==> src/rtl/mux_arb_pkg.sv <==
// Shared types and constants for the 32-way round-robin mux arbiter.
// Sizes here are used by the picker and the arbiter top.
package mux_arb_pkg;

  localparam int NUM_REQ = 32;
  localparam int SEL_W   = 5;

  typedef enum logic [1:0] {
    IDLE,
    GRANT,
    GAP
  } state_t;

  function automatic int hold_w(input int mh);
    return (mh < 1) ? 1 : $clog2(mh + 1);
  endfunction

  localparam int MAX_HOLD_DEF = 16;
  typedef logic [hold_w(MAX_HOLD_DEF)-1:0] hold_cnt_t;

endpackage

==> src/rtl/mux_32_rr_arb_pick.sv <==
// Rotating priority encoder: first set request at or above ptr,
// wrapping from 31 back to 0.
module rr_pick_32
  import mux_arb_pkg::*;
(
  input  logic [NUM_REQ-1:0] req,
  input  logic [SEL_W-1:0]   ptr,
  output logic               any,
  output logic [SEL_W-1:0]   idx
);

  logic [SEL_W-1:0] w_k;

  // Scan high offset to low so the nearest hit wins last.
  always_comb begin
    w_k = '0;
    idx = ptr;
    for (int i = NUM_REQ - 1; i >= 0; i--) begin
      w_k = ptr + SEL_W'(i);
      if (req[w_k]) idx = w_k;
    end
  end

  assign any = |req;

endmodule

==> src/rtl/mux_32_rr_arb.sv <==
// Round-robin owner sequencer for mux_32: one-hot grant, binary select,
// hold limit and a bubble cycle between owners.
module mux_32_rr_arb
  import mux_arb_pkg::*;
#(
  parameter int MAX_HOLD = 16
) (
  input  logic               clk,
  input  logic               rst,
  input  logic [NUM_REQ-1:0] req,
  input  logic               done,
  output logic [NUM_REQ-1:0] gnt,
  output logic [SEL_W-1:0]   sel,
  output logic               gnt_valid
);

  localparam int HW = hold_w(MAX_HOLD);
  localparam logic [HW-1:0] CNT_SAT = HW'(MAX_HOLD);
  localparam logic [HW-1:0] CNT_LIM = HW'(MAX_HOLD - 1);

  state_t             r_state, w_state;
  logic [NUM_REQ-1:0] r_gnt, w_gnt;
  logic [SEL_W-1:0]   r_sel, w_sel;
  logic [SEL_W-1:0]   r_ptr, w_ptr;
  logic [HW-1:0]      r_cnt, w_cnt;
  logic               r_gv, w_gv;

  logic               w_any;
  logic [SEL_W-1:0]   w_idx;
  logic [NUM_REQ-1:0] w_oth;
  logic               w_exp;
  logic               w_rel;

  rr_pick_32 u_pick (
    .req (req),
    .ptr (r_ptr),
    .any (w_any),
    .idx (w_idx)
  );

  assign w_oth = req & ~(NUM_REQ'(1) << r_sel);
  assign w_exp = (MAX_HOLD != 0) && (r_cnt == CNT_LIM) && (|w_oth);
  assign w_rel = done | ~req[r_sel] | w_exp;

  always_comb begin
    w_state = r_state;
    w_gnt   = r_gnt;
    w_sel   = r_sel;
    w_ptr   = r_ptr;
    w_cnt   = r_cnt;
    w_gv    = r_gv;
    unique case (r_state)
      IDLE: begin
        if (w_any) begin
          w_gnt   = NUM_REQ'(1) << w_idx;
          w_sel   = w_idx;
          w_gv    = 1'b1;
          w_cnt   = '0;
          w_state = GRANT;
        end
      end
      GRANT: begin
        if (r_cnt != CNT_SAT) w_cnt = r_cnt + 1'b1;
        if (w_rel) begin
          w_gnt   = '0;
          w_gv    = 1'b0;
          w_ptr   = r_sel + 1'b1;
          w_state = GAP;
        end
      end
      GAP:     w_state = IDLE;
      default: w_state = IDLE;
    endcase
  end

  always_ff @(posedge clk) begin
    if (rst) begin
      r_state <= IDLE;
      r_gnt   <= '0;
      r_sel   <= '0;
      r_ptr   <= '0;
      r_cnt   <= '0;
      r_gv    <= 1'b0;
    end else begin
      r_state <= w_state;
      r_gnt   <= w_gnt;
      r_sel   <= w_sel;
      r_ptr   <= w_ptr;
      r_cnt   <= w_cnt;
      r_gv    <= w_gv;
    end
  end

  assign gnt       = r_gnt;
  assign sel       = r_sel;
  assign gnt_valid = r_gv;

endmodule

==> config.mk <==
export PLATFORM = sky130hd
export DESIGN_NAME = mux_32_rr_arb
export DESIGN_NICKNAME = d
export VERILOG_FILES = /design/src/rtl/mux_arb_pkg.sv /design/src/rtl/mux_32_rr_arb_pick.sv /design/src/rtl/mux_32_rr_arb.sv
export SDC_FILE = /design/constraint.sdc
export NUM_CORES = 1
export LEC_CHECK = 0
export CAP_MARGIN = 20
export CORE_ASPECT_RATIO = 2
export CORE_UTILIZATION = 50
export CTS_BUF_LIST = sky130_fd_sc_hd__clkbuf_4 sky130_fd_sc_hd__clkbuf_8
export DETAILED_ROUTE_END_ITERATION = 10
export DONT_BUFFER_PORTS = 1
export PLACE_DENSITY_LB_ADDON = 0.2
export SYNTH_ARGS = -nofsm -noshare
export SYNTH_HDL_FRONTEND = slang
export SYNTH_HIERARCHICAL = 1
export SYNTH_SLANG_ARGS = --single-unit
export TNS_END_PERCENT = 50
==> constraint.sdc <==
create_clock -name clk -period 12.9 [get_ports clk]
set_input_delay 2.58 -clock clk [delete_from_list [all_inputs] [get_ports clk]]
set_output_delay 2.58 -clock clk [all_outputs]
set_load 0.02 [all_outputs]
==> flow_metrics.py <==
metrics = {
    "yosys": {
        "yosys-top-cells-area": "mux4_2 (19%), dfxtp_1 (12%), mux2i_1 (7.7%)",
        "synth_most_common_cell": "nand2_1",
        "yosys-top-cells-count": "nand2_1 (104), mux4_2 (74), nor2_1 (68)",
        "yosys.area.top_type": "mux4_2",
        "ys_seq_area_share_pct": 11.6,
        "ys_warn_count": 6,
        "ys_ff_latch": 50,
        "async_flop_share_pct": 0,
        "postSynthCellCount": 971,
        "synth_edf_count": 0,
        "synth_nets": 1028,
        "synthFlopType": "dfxtp_1",
        "ys_types": 90,
        "syn_area_mm2": 0.00865,
        "syn_avg_cell_area_um2": 8.91,
        "yosys.area.top_type_share_pct": 19.3,
    },
    "pwr": {
        "leakagePower_uw": 0.00306,
        "power.density_mw_per_mm2": 294,
        "vdd_drop_max_mv": 0.150,
    },
    "routing": {
        "drtPass1Iterations": 6,
        "avgViaCountPerCell": 7.80,
        "drtIter0Drc": 866,
        "post_drt_wl_per_cell_um": 30.7,
        "drc": 0,
        "via_count": 8890,
        "ant_nets": 0,
        "routed_wl_mm": 34.9,
    },
    "hold_path": {
        "min_delay_path_depth": 3,
        "hold_path_class": "reg2reg",
    },
    "timing": {
        "min_period_over_period_pct": 54.2,
        "finalSetupViolCount": 0,
        "worstMarginPinSlew_ns": 1.07,
        "fin_tns_setup_ns": 0,
        "relSlewSlack_pct": 26.4,
        "fmax_ghz": 0.143,
        "period_needed_ns": 6.99,
        "fin_skew_ns": 0.00744,
        "slew_viol_final": 0,
        "rsz0062_at_grt": "no",
        "hold_violations": 0,
    },
    "clock_network": {
        "cts_buffer_depth": 2,
        "cts.sinks": 50,
        "cts_resized": 0,
        "cts_setup_buffers": 0,
        "cts_made_buffers": 5,
        "clkSlewWorstSetupHoldPaths_ns": 0.09,
        "htree_levels": 2,
        "cts_tree": "done",
        "clockRootBuffer": "clkbuf_8",
        "clock_latency_ns": 0.31,
        "postCtsHoldBufs": 0,
    },
    "final_layout": {
        "multi_input_area_mm2": 0.00711,
        "nFillCells": 1573,
        "areaGrowthSynthToFinish_pct": 1.60,
        "final-seq-area_mm2": 0.00100,
        "final_layout_size_suffix_gt1_share_pct": 16.5,
        "antenna_cells": 0,
        "fin_util_pct": 52.2,
        "fin_nets": 990,
    },
    "grt": {
        "antenna_found_initial": 0,
        "grt_pass1_wl_mm": 52.0,
        "grt_max_degree": 58,
        "grt_use_total_pct": 39.6,
        "overflow": 0,
        "grt_pass1_vias": 8746,
    },
    "critical_path": {
        "crit_path_start_kind": "input port",
        "slowest_stage": "a221oi_1",
        "cp_max_fo": 10,
        "crit_type": "in2reg",
        "cpPeakStageDelay_ns": 0.80,
        "arrival_ns": 7.25,
        "end_kind": "register",
        "reg2reg_depth": 15,
        "crit_chain": "mux4_2 -> mux4_2 -> nand2_1 -> nand2_1 -> a21oi_1 -> nand3_1 -> a221oi_1 -> o221ai_1 -> o22a_1 -> nor3_1 -> nor3b_1 -> a32o_1",
        "required_ns": 13.16,
    },
    "place": {
        "gp_congestion": 1.07,
        "port_buffers": 0,
        "dpl.hpwl_mm": 26.1,
    },
    "die": {
        "core_mm2": 0.0168,
        "fp-row-count": 67,
        "ioPinCount": 73,
        "chipWidth_um": 95.0,
        "die_h_um": 188,
        "initial_core_util_pct": 51.4,
        "die_area_mm2": 0.0179,
    },
    "outcome": {
        "status": "complete, no violations",
    },
    "run": {
        "maxCapViolCount": 0,
    },
}
-- critical path: cells and delay by family --
family / cells / cell delay [ns]
AO/OA/AOI/OAI: 5 / 1.82
AND/OR/NAND/NOR: 5 / 1.67
multiplexers: 2 / 1.16
-- report_power, final --
group          internal [uW]  switching (uW)
clock network           57.1            51.7
registers                178            51.4
logic                    818            1430
-- state kept, by name, summed over array words and instances, names as in the netlist --
| name | flops |
|---|---|
| r_state | 2 |
| gnt_valid | 1 |
| r_cnt | 5 |
| sel | 5 |
| gnt | 32 |
| r_ptr | 5 |
-- metal layers --
layer | part of all wire, % | vias up | global-route usage (%)
li1 | - | 3783 | -
met1 | 31 | 4306 | 40.1
met2 | 50 | 588 | 67.1
met3 | 8.2 | 213 | 7.06
met4 | 11 | 0 | 35.1
met5 | 0 | - | 0
-- area by class of cell --
cell class                      instances  share of cell area (%)
Clock inverter                          2                   0.441
Inverter                               40                    1.71
Sequential cell                        50                    11.4
Multi-Input combinational cell        815                    80.8
Tap cell                              207                    2.95
Timing Repair Buffer                   21                    1.88
Clock buffer                            5                   0.783
-- worst paths after layout --
check	from	end	slack [ns]
worst max register to register	r_ptr[1]$_SDFFE_PP0P_	gnt[19]$_SDFFE_PP0P_	6.23
worst min register to register	r_cnt[4]$_SDFFE_PP0P_	r_cnt[4]$_SDFFE_PP0P_	0.58
worst min-delay path	r_cnt[4]$_SDFFE_PP0P_	r_cnt[4]$_SDFFE_PP0P_	0.58
worst max-delay path	req[28]	gnt[0]$_SDFFE_PP0P_	5.91
-- stage by stage --
stage / area, um2 / std cells / hold slack [ns] / total power, uW / worst slack (ns)
global placement: 8670 / 1132 / 0.561 / 2370 / 5.89
CTS: 8790 / 1140 / 0.578 / 2480 / 6.20
global route: 8790 / 1140 / 0.617 / 2710 / 5.67
finish: 8790 / 1140 / 0.579 / 2590 / 5.91
detailed placement: 8690 / 1133 / 0.566 / 2370 / 5.90
floorplan: 8650 / 971 / 0.430 / 1800 / 6.78
-- cell families after synthesis --
| group | after synthesis | share of synthesized area (%) |
|---|---|---|
| and+or+nand+nor | 298 | 16.6 |
| AOI/OAI and AO/OA | 278 | 23.3 |
| muxes | 181 | 34.8 |
| buffers and inverters | 106 | 6.35 |
| DFF | 50 | 11.6 |
| xor gates and xnor gates | 36 | 4.16 |
| adders and majority gates | 22 | 3.18 |
-- placed cells by master (no fill, tap or decap), types with 8 or more instances in the layout --
cell / count
a211oi_1: 9
a21oi_1: 63
a31oi_1: 16
a32o_1: 34
buf_4: 20
dfxtp_1: 47
ha_1: 22
inv_1: 35
mux2_2: 23
mux2i_1: 67
mux4_1: 14
mux4_2: 74
nand2_1: 104
nand3_1: 16
nor2_1: 67
nor2b_1: 14
nor3_1: 27
nor3b_1: 11
nor4_1: 14
o21ai_0: 33
o22ai_1: 8
o31ai_1: 9
xnor2_1: 23
Power figures use the tool's default switching activity.
